**src/rtl/data_ram_arbiter_if.sv**
```systemverilog
// Requester-side bundle for one data_ram_arbiter port: request/command in,
// completion pulse with read data and error back.
interface data_ram_arbiter_if #(
    parameter int ADDR_WIDTH = 32
);
    logic                  req;
    logic                  wena;
    logic [1:0]            size;
    logic                  z;
    logic [ADDR_WIDTH-1:0] addr;
    logic [31:0]           wdata;
    logic                  ack;
    logic [31:0]           rdata;
    logic                  err;

    modport master (
        output req, wena, size, z, addr, wdata,
        input  ack, rdata, err
    );

    modport slave (
        input  req, wena, size, z, addr, wdata,
        output ack, rdata, err
    );
endinterface

```
**src/rtl/data_ram_arbiter.sv**
```systemverilog
// Round-robin two-port arbiter that turns each grant into a single data_ram
// access cycle (IDLE -> ACCESS -> RESP) and returns rdata/err to the requester.
module data_ram_arbiter #(
    parameter int ADDR_WIDTH = 32
) (
    input  logic                  clk,
    input  logic                  rst,
    data_ram_arbiter_if.slave     m0,
    data_ram_arbiter_if.slave     m1,
    output logic                  busy,
    output logic                  ram_ena,
    output logic                  wena,
    output logic                  w,
    output logic                  h,
    output logic                  b,
    output logic                  z,
    output logic [ADDR_WIDTH-1:0] addr,
    output logic [31:0]           data_in,
    input  logic [31:0]           data_out,
    input  logic                  AddressError
);

    typedef enum logic [1:0] {
        IDLE   = 2'd0,
        ACCESS = 2'd1,
        RESP   = 2'd2
    } state_t;

    state_t state_r;
    state_t state_s;

    logic                  last_grant_r;
    logic                  cmd_port_r;
    logic                  cmd_wena_r;
    logic                  cmd_rsvd_r;

    logic                  grant_valid_s;
    logic                  grant_port_s;
    logic                  sel_wena_s;
    logic [1:0]            sel_size_s;
    logic                  sel_z_s;
    logic [ADDR_WIDTH-1:0] sel_addr_s;
    logic [31:0]           sel_wdata_s;

    logic                  cap_err_s;
    logic [31:0]           cap_rdata_s;

    logic                  ram_ena_s, wena_s, w_s, h_s, b_s, z_s, busy_s;
    logic [ADDR_WIDTH-1:0] addr_s;
    logic [31:0]           data_in_s;
    logic                  ack0_s, ack1_s, err0_s, err1_s;
    logic [31:0]           rdata0_s, rdata1_s;

    logic                  ram_ena_r, wena_r, w_r, h_r, b_r, z_r, busy_r;
    logic [ADDR_WIDTH-1:0] addr_r;
    logic [31:0]           data_in_r;
    logic                  ack0_r, ack1_r, err0_r, err1_r;
    logic [31:0]           rdata0_r, rdata1_r;

    // Size code to {w,h,b} one-hot; the reserved code selects no lane.
    function automatic logic [2:0] size_onehot(input logic [1:0] size);
        logic [2:0] lanes;
        case (size)
            2'b00:   lanes = 3'b100;
            2'b01:   lanes = 3'b010;
            2'b10:   lanes = 3'b001;
            default: lanes = 3'b000;
        endcase
        return lanes;
    endfunction

    // FSM state register.
    always_ff @(posedge clk or posedge rst) begin
        if (rst) begin
            state_r <= IDLE;
        end else begin
            state_r <= state_s;
        end
    end

    // Arbitration and next-state: a tie goes to the port that did not win last.
    always_comb begin
        grant_valid_s = 1'b0;
        grant_port_s  = 1'b0;
        if (m0.req && m1.req) begin
            grant_valid_s = 1'b1;
            grant_port_s  = ~last_grant_r;
        end else if (m0.req) begin
            grant_valid_s = 1'b1;
            grant_port_s  = 1'b0;
        end else if (m1.req) begin
            grant_valid_s = 1'b1;
            grant_port_s  = 1'b1;
        end else begin
            grant_valid_s = 1'b0;
            grant_port_s  = 1'b0;
        end

        sel_wena_s  = grant_port_s ? m1.wena  : m0.wena;
        sel_size_s  = grant_port_s ? m1.size  : m0.size;
        sel_z_s     = grant_port_s ? m1.z     : m0.z;
        sel_addr_s  = grant_port_s ? m1.addr  : m0.addr;
        sel_wdata_s = grant_port_s ? m1.wdata : m0.wdata;

        case (state_r)
            IDLE:    state_s = grant_valid_s ? ACCESS : IDLE;
            ACCESS:  state_s = RESP;
            RESP:    state_s = IDLE;
            default: state_s = IDLE;
        endcase
    end

    // Next values of every registered output; RAM pins are loaded on the grant
    // edge so they are valid for exactly the ACCESS cycle.
    always_comb begin
        ram_ena_s   = 1'b0;
        wena_s      = 1'b0;
        w_s         = 1'b0;
        h_s         = 1'b0;
        b_s         = 1'b0;
        z_s         = 1'b0;
        addr_s      = {ADDR_WIDTH{1'b0}};
        data_in_s   = 32'd0;
        ack0_s      = 1'b0;
        ack1_s      = 1'b0;
        err0_s      = 1'b0;
        err1_s      = 1'b0;
        rdata0_s    = rdata0_r;
        rdata1_s    = rdata1_r;
        busy_s      = (state_s != IDLE);
        cap_err_s   = cmd_rsvd_r ? 1'b1 : AddressError;
        cap_rdata_s = cmd_rsvd_r ? 32'd0 : data_out;

        if ((state_r == IDLE) && grant_valid_s && (sel_size_s != 2'b11)) begin
            ram_ena_s       = 1'b1;
            wena_s          = sel_wena_s;
            {w_s, h_s, b_s} = size_onehot(sel_size_s);
            z_s             = sel_z_s;
            addr_s          = sel_addr_s;
            data_in_s       = sel_wdata_s;
        end else begin
            ram_ena_s = 1'b0;
        end

        if (state_r == ACCESS) begin
            ack0_s = ~cmd_port_r;
            ack1_s = cmd_port_r;
            err0_s = ~cmd_port_r & cap_err_s;
            err1_s = cmd_port_r & cap_err_s;
            if (!cmd_wena_r) begin
                rdata0_s = cmd_port_r ? rdata0_r : cap_rdata_s;
                rdata1_s = cmd_port_r ? cap_rdata_s : rdata1_r;
            end else begin
                rdata0_s = rdata0_r;
                rdata1_s = rdata1_r;
            end
        end else begin
            ack0_s = 1'b0;
            ack1_s = 1'b0;
        end
    end

    // Command and round-robin pointer, captured on the grant edge.
    always_ff @(posedge clk or posedge rst) begin
        if (rst) begin
            last_grant_r <= 1'b1;
            cmd_port_r   <= 1'b0;
            cmd_wena_r   <= 1'b0;
            cmd_rsvd_r   <= 1'b0;
        end else if ((state_r == IDLE) && grant_valid_s) begin
            last_grant_r <= grant_port_s;
            cmd_port_r   <= grant_port_s;
            cmd_wena_r   <= sel_wena_s;
            cmd_rsvd_r   <= (sel_size_s == 2'b11);
        end else begin
            last_grant_r <= last_grant_r;
            cmd_port_r   <= cmd_port_r;
            cmd_wena_r   <= cmd_wena_r;
            cmd_rsvd_r   <= cmd_rsvd_r;
        end
    end

    // Output registers; reset clears RAM controls and acks at once.
    always_ff @(posedge clk or posedge rst) begin
        if (rst) begin
            ram_ena_r <= 1'b0;
            wena_r    <= 1'b0;
            w_r       <= 1'b0;
            h_r       <= 1'b0;
            b_r       <= 1'b0;
            z_r       <= 1'b0;
            addr_r    <= {ADDR_WIDTH{1'b0}};
            data_in_r <= 32'd0;
            busy_r    <= 1'b0;
            ack0_r    <= 1'b0;
            ack1_r    <= 1'b0;
            err0_r    <= 1'b0;
            err1_r    <= 1'b0;
            rdata0_r  <= 32'd0;
            rdata1_r  <= 32'd0;
        end else begin
            ram_ena_r <= ram_ena_s;
            wena_r    <= wena_s;
            w_r       <= w_s;
            h_r       <= h_s;
            b_r       <= b_s;
            z_r       <= z_s;
            addr_r    <= addr_s;
            data_in_r <= data_in_s;
            busy_r    <= busy_s;
            ack0_r    <= ack0_s;
            ack1_r    <= ack1_s;
            err0_r    <= err0_s;
            err1_r    <= err1_s;
            rdata0_r  <= rdata0_s;
            rdata1_r  <= rdata1_s;
        end
    end

    assign ram_ena  = ram_ena_r;
    assign wena     = wena_r;
    assign w        = w_r;
    assign h        = h_r;
    assign b        = b_r;
    assign z        = z_r;
    assign addr     = addr_r;
    assign data_in  = data_in_r;
    assign busy     = busy_r;
    assign m0.ack   = ack0_r;
    assign m1.ack   = ack1_r;
    assign m0.err   = err0_r;
    assign m1.err   = err1_r;
    assign m0.rdata = rdata0_r;
    assign m1.rdata = rdata1_r;

endmodule

```
**src/flat_wrapper.sv**
```systemverilog
// flat-port wrapper written by rule: the top's interface ports become plain ports
module data_ram_arbiter_flat 
#(
    parameter int ADDR_WIDTH = 32
)
  (clk, rst, busy, ram_ena, wena, w, h, b, z, addr, data_in, data_out, AddressError, m0_req, m0_wena, m0_size, m0_z, m0_addr, m0_wdata, m0_ack, m0_rdata, m0_err, m1_req, m1_wena, m1_size, m1_z, m1_addr, m1_wdata, m1_ack, m1_rdata, m1_err);
  data_ram_arbiter_if #(.ADDR_WIDTH(ADDR_WIDTH)) m0_i ();
  data_ram_arbiter_if #(.ADDR_WIDTH(ADDR_WIDTH)) m1_i ();
  input  logic clk;
  input  logic rst;
  output logic busy;
  output logic ram_ena;
  output logic wena;
  output logic w;
  output logic h;
  output logic b;
  output logic z;
  output logic [ADDR_WIDTH-1:0] addr;
  output logic [31:0] data_in;
  input  logic [31:0] data_out;
  input  logic AddressError;
  input wire logic [$bits(m0_i.req)-1:0] m0_req;
  input wire logic [$bits(m0_i.wena)-1:0] m0_wena;
  input wire logic [$bits(m0_i.size)-1:0] m0_size;
  input wire logic [$bits(m0_i.z)-1:0] m0_z;
  input wire logic [$bits(m0_i.addr)-1:0] m0_addr;
  input wire logic [$bits(m0_i.wdata)-1:0] m0_wdata;
  output wire logic [$bits(m0_i.ack)-1:0] m0_ack;
  output wire logic [$bits(m0_i.rdata)-1:0] m0_rdata;
  output wire logic [$bits(m0_i.err)-1:0] m0_err;
  input wire logic [$bits(m1_i.req)-1:0] m1_req;
  input wire logic [$bits(m1_i.wena)-1:0] m1_wena;
  input wire logic [$bits(m1_i.size)-1:0] m1_size;
  input wire logic [$bits(m1_i.z)-1:0] m1_z;
  input wire logic [$bits(m1_i.addr)-1:0] m1_addr;
  input wire logic [$bits(m1_i.wdata)-1:0] m1_wdata;
  output wire logic [$bits(m1_i.ack)-1:0] m1_ack;
  output wire logic [$bits(m1_i.rdata)-1:0] m1_rdata;
  output wire logic [$bits(m1_i.err)-1:0] m1_err;
  assign m0_i.req = m0_req;
  assign m0_i.wena = m0_wena;
  assign m0_i.size = m0_size;
  assign m0_i.z = m0_z;
  assign m0_i.addr = m0_addr;
  assign m0_i.wdata = m0_wdata;
  assign m0_ack = m0_i.ack;
  assign m0_rdata = m0_i.rdata;
  assign m0_err = m0_i.err;
  assign m1_i.req = m1_req;
  assign m1_i.wena = m1_wena;
  assign m1_i.size = m1_size;
  assign m1_i.z = m1_z;
  assign m1_i.addr = m1_addr;
  assign m1_i.wdata = m1_wdata;
  assign m1_ack = m1_i.ack;
  assign m1_rdata = m1_i.rdata;
  assign m1_err = m1_i.err;
  data_ram_arbiter #(.ADDR_WIDTH(ADDR_WIDTH)) u_core (.clk(clk), .rst(rst), .m0(m0_i), .m1(m1_i), .busy(busy), .ram_ena(ram_ena), .wena(wena), .w(w), .h(h), .b(b), .z(z), .addr(addr), .data_in(data_in), .data_out(data_out), .AddressError(AddressError));
endmodule
```
**config.mk**
```make
export PLATFORM = sky130hd
export DESIGN_NAME = data_ram_arbiter_flat
export DESIGN_NICKNAME = d
export VERILOG_FILES = /design/src/rtl/data_ram_arbiter_if.sv /design/src/rtl/data_ram_arbiter.sv /design/src/flat_wrapper.sv
export SDC_FILE = /design/constraint.sdc
export NUM_CORES = 1
export LEC_CHECK = 0
export ABC_AREA = 1
export CORE_MARGIN = 8
export CORE_UTILIZATION = 38
export CTS_BUF_LIST = sky130_fd_sc_hd__clkbuf_4 sky130_fd_sc_hd__clkbuf_8
export DETAILED_ROUTE_END_ITERATION = 8
export GPL_ROUTABILITY_DRIVEN = 0
export PLACE_DENSITY = 0.79
export SLEW_MARGIN = 20
export SYNTH_ARGS = -nofsm -noshare
export SYNTH_HDL_FRONTEND = slang
export SYNTH_SLANG_ARGS = --single-unit
```
**constraint.sdc**
```tcl
create_clock -name clk -period 5.1 [get_ports clk]
set_clock_uncertainty 0.15 [all_clocks]
set_input_delay 1.275 -clock clk [delete_from_list [all_inputs] [get_ports clk]]
set_output_delay 1.275 -clock clk [all_outputs]
set_load 0.03 [all_outputs]
```
==> results.py, run 1 <==
metrics = {
    "run_status": {
        "status": "finished, final reports clean",
    },
    "timing": {
        "tightestPinTransition_ps": 952,
        "fin_crit_ps": 3590,
        "max_freq_ghz": 0.278,
        "fin_crit_sh": 0.705,
        "whs_ps": 334,
        "slew_headroom": 0.364,
        "slew_violations": 0,
        "setup_viol": 0,
        "finalSetupTns_ps": 0,
        "rsz0062_at_grt": "no",
        "setup_ws_ps": 1510,
        "hold_viol": 0,
    },
    "run": {
        "maxCapViolCount": 0,
    },
    "worst_setup_path": {
        "end_kind": "register",
        "slowest_delay_ps": 890,
        "cp_max_fo": 67,
        "r2r_slack_ps": 2280,
        "crit_arrival_ps": 3730,
        "reg2regPathDepth": 7,
        "worstReg2RegEnd": "u_core.data_in[5]",
        "worst_path_max_delay_cell": "clkinv_2",
        "path_class": "in2reg",
        "reg2reg_from": "u_core.last_grant_r",
        "start_kind": "primary input",
        "crit_top_cell": "nand2_1",
        "crit_required_ps": 5240,
        "path_cells": "clkdlybuf4s50_1 -> nand2_1 -> nand2_2 -> clkinv_2 -> nand2_1 -> nand2_1 -> inv_1 -> nor2_1",
    },
    "clock_tree": {
        "postCtsHoldBufs": 0,
        "tritoncts": "done",
        "h-tree-depth": 4,
        "postCtsSetupBuffers": 0,
        "numCtsBuffers": 17,
        "clk_pin_slew_ps": 80,
        "clock_latency_ps": 420,
        "root_buffer": "clkbuf_8",
        "clockBufferDepth": 2,
        "clock-sinks": 145,
        "cts-resized-gates": 0,
    },
    "logic_synthesis": {
        "synth_cell_types": 18,
        "synth_area_leader_cell": "dfrtp_1",
        "synth_top_area_share": 0.568,
        "synth_compound_area_frac": 0.0521,
        "synthesis.instances": 813,
        "synthTopCellsByArea": "dfrtp_1 57%, nand2_1 17%, inv_1 10%",
        "netlist_area_um2": 6340,
        "synth-xor-area-share": 0,
        "synth_top_family_by_area": "simple AND/OR/NAND/NOR gates",
        "synthMuxAreaShare": 0,
        "syn_nets": 986,
        "synth_fa_ha_area_frac": 0,
        "avgSynthCellArea_um2": 7.80,
        "synth_warnings": 0,
        "synth-simple-area-share": 0.240,
        "ys_ff_latch": 145,
        "seq_area_frac_synth": 0.572,
    },
    "route": {
        "drc_errors": 0,
        "ant_nets": 0,
        "wl_per_cell_um": 15.3,
        "routed_wl_um": 20600,
        "via_per_inst": 4.35,
        "vias": 5860,
        "dr.first_iter.drc_count": 256,
        "first_pass_iters": 4,
    },
    "global_routing": {
        "grt_pass1_wl_um": 32700,
        "grt_max_degree": 68,
        "grt-ovfl-total": 0,
        "grtUsageTotal": 0.196,
        "grt_pass1_vias": 6173,
        "antenna_found_initial": 1,
    },
    "power": {
        "p_leak_nw": 5.11,
        "power_density_nw_per_um2": 541,
        "p_total_w": 0.00544,
        "vdd_drop_max_uv": 285,
    },
    "cells_and_area": {
        "finish.utilization": 0.610,
        "area_growth_pct": 58.5,
        "drive_above_1_share": 0.0444,
        "multiInputGateArea_um2": 1860,
        "seq_area_um2": 3630,
        "n_fill_cell": 1472,
        "num-nets-final": 1287,
        "antenna_cells": 0,
    },
    "floorplan": {
        "dieArea_um2": 21100,
        "rows": 47,
        "start_util": 0.385,
        "core-area_um2": 16500,
        "die_w_um": 145,
        "fp.dieH_um": 145,
        "io_pins": 312,
    },
    "place": {
        "numPortBuffers": 311,
        "dp_hpwl_um": 15700,
        "dp_slack_ps": 1100,
    },
    "worst_hold_path": {
        "min_to": "u_core.last_grant_r",
        "hold_class": "reg2reg",
        "hold_depth": 2,
        "min_from": "u_core.last_grant_r",
    },
}
worst max-delay path by stage:
stage	from	end	depth (start not counted)
final	m0_req	u_core.data_in[5]	8
after global routing	m0_req	u_core.data_in[5]	8
after CTS	m0_req	u_core.data_in[21]	9
after detailed placement	m0_req	u_core.data_in[15]	9
after global placement	m0_req	u_core.data_in[13]	9
after floorplan	rst	u_core.addr[0]	1
through the flow:
| step | area, um^2 | cells |
|---|---|---|
| 2_1_floorplan | 6340 | 813 |
| 3_3_place_gp | 9600 | 1315 |
| 3_5_place_dp | 9600 | 1315 |
| 4_1_cts | 10000 | 1347 |
| 5_1_grt | 10000 | 1347 |
| 6_report | 10000 | 1347 |
synth_stat cells, drive strengths merged:
master / number
dfrtp: 144
dfstp: 1
inv: 171
buf: 22
nand2: 282
clkbuf: 15
nand3: 3
nor2: 105
nor3: 4
o21ai: 66
layer usage:
metal | routed length [um] | vias up | track usage | part of all wire
met4 | 274 | 2 | 0.0547 | 0.013
met3 | 2310 | 18 | 0.104 | 0.11
met1 | 7840 | 2668 | 0.207 | 0.38
met5 | 10 | - | 0 | 0.00049
met2 | 10200 | 237 | 0.336 | 0.49
li1 | - | 2935 | - | -
cells by family (layout without fill, tap and decap cells):
kind of cell,after synthesis,after routing
AO/OA/AOI/OAI,66,66
buffers and inverters,208,522
flip-flops,145,145
AND/OR/NAND/NOR,394,394
worst max-delay path, delay by kind of cell:
family | cells | cell delay (ps)
AND/OR/NAND/NOR | 5 | 960
buffers and inverters | 3 | 1420
power breakdown:
group / switching (W) / internal (W)
sequential: 0.000200 / 0.00156
clock: 0.000441 / 0.000561
combinational: 0.00165 / 0.00102
placed cells by master, fill, tap and decap left out, drive strengths merged:
| master | instances |
|---|---|
| clkdlybuf4s50 | 311 |
| inv | 171 |
| dfstp | 1 |
| clkbuf | 20 |
| clkinvlp | 2 |
| nor3 | 4 |
| nor2 | 105 |
| clkinv | 6 |
| nand2 | 282 |
| nand3 | 3 |
| dfrtp | 144 |
| buf | 8 |
| bufinv | 4 |
| o21ai | 66 |
cell type report:
type	instances	area share
Sequential cell	145	0.361
Timing Repair Buffer	319	0.318
Multi-Input combinational cell	460	0.185
Inverter	171	0.0644
Tap cell	220	0.0274
Clock buffer	20	0.0261
Clock inverter	12	0.0181
registers in the layout (all words and copies together), names as in the netlist, 2 cells and up:
signal	count
u_core.m1.rdata	32
u_core.addr	32
u_core.state_r	2
u_core.data_in	32
u_core.m0.rdata	32
Power figures use the tool's default switching activity.
==> run 2: changes to the inputs <==
Clock period 5.1 ns to 3.2 ns, I/O delays scaled along.
==> run 2 against run 1 <==
Effect of this change: non-clock buffer count is 1 higher; design area hardly changed; combinational power is 59% higher; critical path type is now reg2out; largest cell class unchanged.
==> results.py, run 2 (synthesis gave the netlist of run 1 again) <==
metrics = {
    "timing": {
        "rsz0062_at_grt": "no",
        "slew_violations": 0,
        "hold_viol": 0,
        "max_freq_ghz": 0.406,
        "finalSetupTns_ps": 0,
        "slew_headroom": 0.552,
        "setup_viol": 0,
        "tightestPinTransition_ps": 672,
        "fin_crit_ps": 2460,
        "fin_crit_sh": 0.770,
    },
    "clock_tree": {
        "tritoncts": "done",
        "h-tree-depth": 4,
        "clock-sinks": 145,
        "root_buffer": "clkbuf_8",
        "postCtsSetupBuffers": 0,
        "clockBufferDepth": 2,
        "numCtsBuffers": 17,
        "postCtsHoldBufs": 0,
        "clk_pin_slew_ps": 80,
        "cts-resized-gates": 0,
        "clock_latency_ps": 430,
    },
    "place": {
        "dp_hpwl_um": 15200,
        "place_area_um2": 9620,
        "numPortBuffers": 311,
    },
    "route": {
        "via_per_inst": 4.30,
        "drc_errors": 0,
        "routed_wl_um": 20100,
        "ant_nets": 0,
        "vias": 5800,
        "first_pass_iters": 5,
        "wl_per_cell_um": 14.9,
        "dr.first_iter.drc_count": 231,
    },
    "cells_and_area": {
        "drive_above_1_share": 0.0452,
        "fin_area_um2": 10000,
        "area_growth_pct": 58.4,
        "num-nets-final": 1288,
        "final_cell_mix": "311 x clkdlybuf4s50_1, 279 x nand2_1, 168 x inv_1",
        "layout_commonest_cell": "clkdlybuf4s50_1",
    },
    "global_routing": {
        "grtUsageTotal": 0.194,
        "grt_pass1_wl_um": 32200,
        "grt_max_degree": 93,
        "antenna_found_initial": 2,
        "grt-ovfl-total": 0,
        "grt_pass1_vias": 6114,
    },
    "power": {
        "p_comb_frac": 0.495,
        "p_leak_nw": 5.09,
        "seqPwrFrac": 0.329,
        "clockPowerShare": 0.176,
        "p_sw_w": 0.00367,
        "p_sw_frac": 0.427,
        "power_density_nw_per_um2": 855,
        "p_total_w": 0.00859,
        "vdd_drop_max_uv": 444,
        "p_int_w": 0.00492,
    },
    "run": {
        "maxCapViolCount": 0,
    },
    "worst_setup_path": {
        "reg2regPathDepth": 8,
        "path_class": "reg2out",
        "worst_path_max_delay_cell": "clkdlybuf4s50_1",
        "crit_family": "buffers and inverters",
        "end_kind": "output port",
        "path_cells": "clkdlybuf4s50_1",
        "start_kind": "register",
        "crit_required_ps": 2250,
        "slowest_delay_ps": 690,
        "reg2reg_from": "u_core.last_grant_r",
        "r2r_slack_ps": 1330,
        "worstReg2RegEnd": "u_core.data_in[29]",
        "cp.buffers_inverters": 1,
        "crit_arrival_ps": 1510,
        "cp_max_fo": 2,
    },
    "worst_hold_path": {
        "hold_class": "reg2reg",
        "min_to": "u_core.last_grant_r",
        "hold_depth": 2,
        "min_from": "u_core.last_grant_r",
    },
    "floorplan": {
        "start_util": 0.385,
        "io_pins": 312,
        "die_w_um": 145,
        "fp.dieH_um": 145,
        "core-area_um2": 16500,
        "rows": 47,
        "dieArea_um2": 21100,
    },
    "run_status": {
        "status": "finished, final reports clean",
    },
}
-- run 2: cell count changes in the layout (fill, tap and decap cells not counted), sizes merged --
cell      before  now
clkinvlp       2    5
clkbuf        20   19
clkinv         6    5
diode          0    1
buf            8    9
bufinv         4    3
-- run 2: power by group through the flow --
stage          clock network, W  registers (W)  logic [W]
3_5_place_dp                  0        0.00287    0.00429
3_3_place_gp                  0        0.00284    0.00424
4_1_cts                 0.00155        0.00283    0.00430
6_report                0.00151        0.00283    0.00425
5_1_grt                 0.00164        0.00291    0.00458
2_1_floorplan                 0        0.00405    0.00122
-- run 2: worst max-delay path by stage --
stage               depth (start not counted)            endpoint  slack (ps)               start
CTS                                         1          data_in[1]         690   u_core.data_in[1]
global placement                            9  u_core.data_in[31]         670              m0_req
finish                                      1         m0_rdata[0]         740  u_core.m0.rdata[0]
global route                                1         data_in[31]         660  u_core.data_in[31]
floorplan                                   1      u_core.addr[0]         430                 rst
detailed placement                          9     u_core.addr[14]         590              m0_req
-- run 2: area by class of cell --
cell class | instances | area (um^2)
Fill cell | 1443 | 6420
Timing Repair Buffer | 320 | 3220
Inverter | 171 | 646
Sequential cell | 145 | 3630
Clock inverter | 13 | 161
Multi-Input combinational cell | 460 | 1860
Clock buffer | 19 | 255
Antenna cell | 1 | 2.50
Tap cell | 220 | 275
-- run 2: metrics by stage --
step	utilization	std cells	hold slack [ps]	setup slack (ps)
floorplan	-	813	293	432
CTS	0.610	1348	353	694
global placement	0.584	1316	324	674
finish	0.610	1349	351	738
global route	0.610	1349	381	663
detailed placement	0.584	1316	342	594
-- run 2: routing by layer --
layer,part of all wire,global-route usage,vias to the layer above
met3,0.10,0.0930,30
met5,0.00050,0,-
li1,-,-,2936
met1,0.39,0.210,2590
met4,0.023,0.0744,2
met2,0.48,0.323,242
==> run 3: changes to the inputs <==
Settings changed: CORE_UTILIZATION 38 to 40, PLACE_DENSITY 0.79 to 0.8.
Clock period 3.2 ns to 2.4 ns, I/O delays scaled along.
==> run 3 against run 2 <==
Effect of this change: sequential power up 31%; first-iteration DRC count grew 6.9%; via count fell by 0.78%; clock power grew 39%; register-to-register slack lost 690 ps; critical path depth unchanged; worst setup slack got worse by 600 ps; critical endpoint is now m0_rdata[6]; largest cell class unchanged.
==> results.py, run 3 (synthesis gave the netlist of run 1 again) <==
metrics = {
    "run_status": {
        "status": "finished, final reports clean",
    },
    "global_routing": {
        "grt_pass1_wl_um": 31100,
        "grtUsageTotal": 0.203,
        "busiest_layer": "met2",
        "grtUsageMet2": 0.349,
        "grtUsageMet3": 0.0921,
        "use_met1": 0.220,
        "grt_pass1_vias": 5918,
        "grt-ovfl-total": 0,
        "grt_max_degree": 94,
        "antenna_found_initial": 0,
    },
    "timing": {
        "fin_crit_sh": 0.942,
        "fin_crit_ps": 2260,
        "max_freq_ghz": 0.442,
        "rsz0062_at_grt": "no",
        "slew_violations": 0,
        "setup_viol": 0,
        "finalSetupTns_ps": 0,
        "hold_viol": 0,
        "slew_headroom": 0.659,
        "whs_ps": 324,
        "tightestPinTransition_ps": 511,
    },
    "worst_setup_path": {
        "crit_family": "buffers and inverters",
        "path_class": "reg2out",
        "cp_max_fo": 2,
        "path_cells": "clkdlybuf4s50_1",
        "cp.buffers_inverters": 1,
        "end_kind": "output port",
        "worstReg2RegEnd": "u_core.addr[31]",
        "reg2reg_from": "u_core.last_grant_r",
        "r2r_slack_ps": 640,
        "slowest_delay_ps": 700,
        "critPathLaunch": "u_core.m0.rdata[6]",
        "reg2regPathDepth": 8,
        "worst_path_max_delay_cell": "clkdlybuf4s50_1",
        "crit_arrival_ps": 1510,
        "crit_required_ps": 1650,
        "start_kind": "register",
    },
    "cells_and_area": {
        "fin_area_um2": 10100,
        "num-nets-final": 1292,
        "multiInputGateArea_um2": 1860,
        "area_growth_pct": 59.7,
        "final_cell_mix": "311 x clkdlybuf4s50_1, 279 x nand2_1, 168 x inv_1",
        "antenna_cells": 0,
        "drive_above_1_share": 0.0486,
        "seq_area_um2": 3630,
        "n_fill_cell": 1363,
        "instances_no_fill": 1348,
        "layout_commonest_cell": "clkdlybuf4s50_1",
    },
    "clock_tree": {
        "clock-sinks": 145,
        "clockBufferDepth": 2,
        "tritoncts": "done",
        "postCtsHoldBufs": 0,
        "numCtsBuffers": 17,
        "cts-resized-gates": 0,
        "clk_pin_slew_ps": 80,
        "clock_latency_ps": 420,
        "postCtsSetupBuffers": 0,
        "root_buffer": "clkbuf_8",
        "h-tree-depth": 4,
    },
    "place": {
        "place_area_um2": 9690,
        "numPortBuffers": 311,
        "place_inst": 1316,
        "dp_hpwl_um": 15500,
    },
    "worst_hold_path": {
        "hold_depth": 2,
        "hold_class": "reg2reg",
        "min_to": "u_core.last_grant_r",
        "min_from": "u_core.last_grant_r",
    },
    "route": {
        "ant_nets": 0,
        "vias": 5755,
        "wl_per_cell_um": 14.9,
        "dr.first_iter.drc_count": 247,
        "first_pass_iters": 6,
        "routed_wl_um": 20100,
        "via_per_inst": 4.27,
        "drc_errors": 0,
    },
    "power": {
        "p_int_w": 0.00674,
        "seqPwrFrac": 0.321,
        "p_total_w": 0.0116,
        "p_sw_w": 0.00484,
        "p_leak_nw": 5.15,
        "p_sw_frac": 0.418,
        "power_density_nw_per_um2": 1140,
        "clockPowerShare": 0.181,
        "vdd_drop_max_uv": 464,
        "p_comb_frac": 0.498,
    },
    "run": {
        "maxCapViolCount": 0,
    },
    "floorplan": {
        "die_w_um": 142,
        "core-area_um2": 15700,
        "dieArea_um2": 20100,
        "fp.dieH_um": 142,
        "io_pins": 312,
        "start_util": 0.404,
        "rows": 46,
    },
}
run 3: worst max-delay path by stage:
stage | slack [ps] | cells past startpoint | to
3_3_place_gp | 170 | 9 | u_core.addr[24]
2_1_floorplan | -170 | 1 | u_core.addr[0]
6_report | 140 | 1 | m0_rdata[6]
3_5_place_dp | 100 | 9 | u_core.addr[1]
4_1_cts | 90 | 1 | data_in[1]
5_1_grt | 40 | 1 | m0_rdata[6]
run 3: metal layers:
layer / part of all wire / wire length [um] / vias to the layer above
li1: - / - / 2944
met1: 0.38 / 7620 / 2580
met2: 0.50 / 10200 / 215
met3: 0.10 / 2050 / 16
met4: 0.015 / 312 / 0
met5: 0 / 0 / -
run 3: final cells by class:
cell class	instances	area share
Sequential cell	145	0.358
Timing Repair Buffer	324	0.324
Multi-Input combinational cell	460	0.183
Inverter	171	0.0637
Clock buffer	24	0.0314
Tap cell	216	0.0267
Clock inverter	8	0.0124
run 3: through the flow:
step	worst slack, ps	util
2_1_floorplan	-168	-
3_5_place_dp	100	0.616
3_3_place_gp	171	0.616
6_report	138	0.645
4_1_cts	87.0	0.645
5_1_grt	43.0	0.645
run 3: power by group through the flow:
| stage | Combinational, W | Sequential (W) | Clock (W) |
|---|---|---|---|
| finish | 0.00577 | 0.00372 | 0.00210 |
| floorplan | 0.00163 | 0.00541 | 0 |
| global placement | 0.00575 | 0.00374 | 0 |
| CTS | 0.00586 | 0.00372 | 0.00215 |
| detailed placement | 0.00584 | 0.00376 | 0 |
| global route | 0.00624 | 0.00381 | 0.00228 |
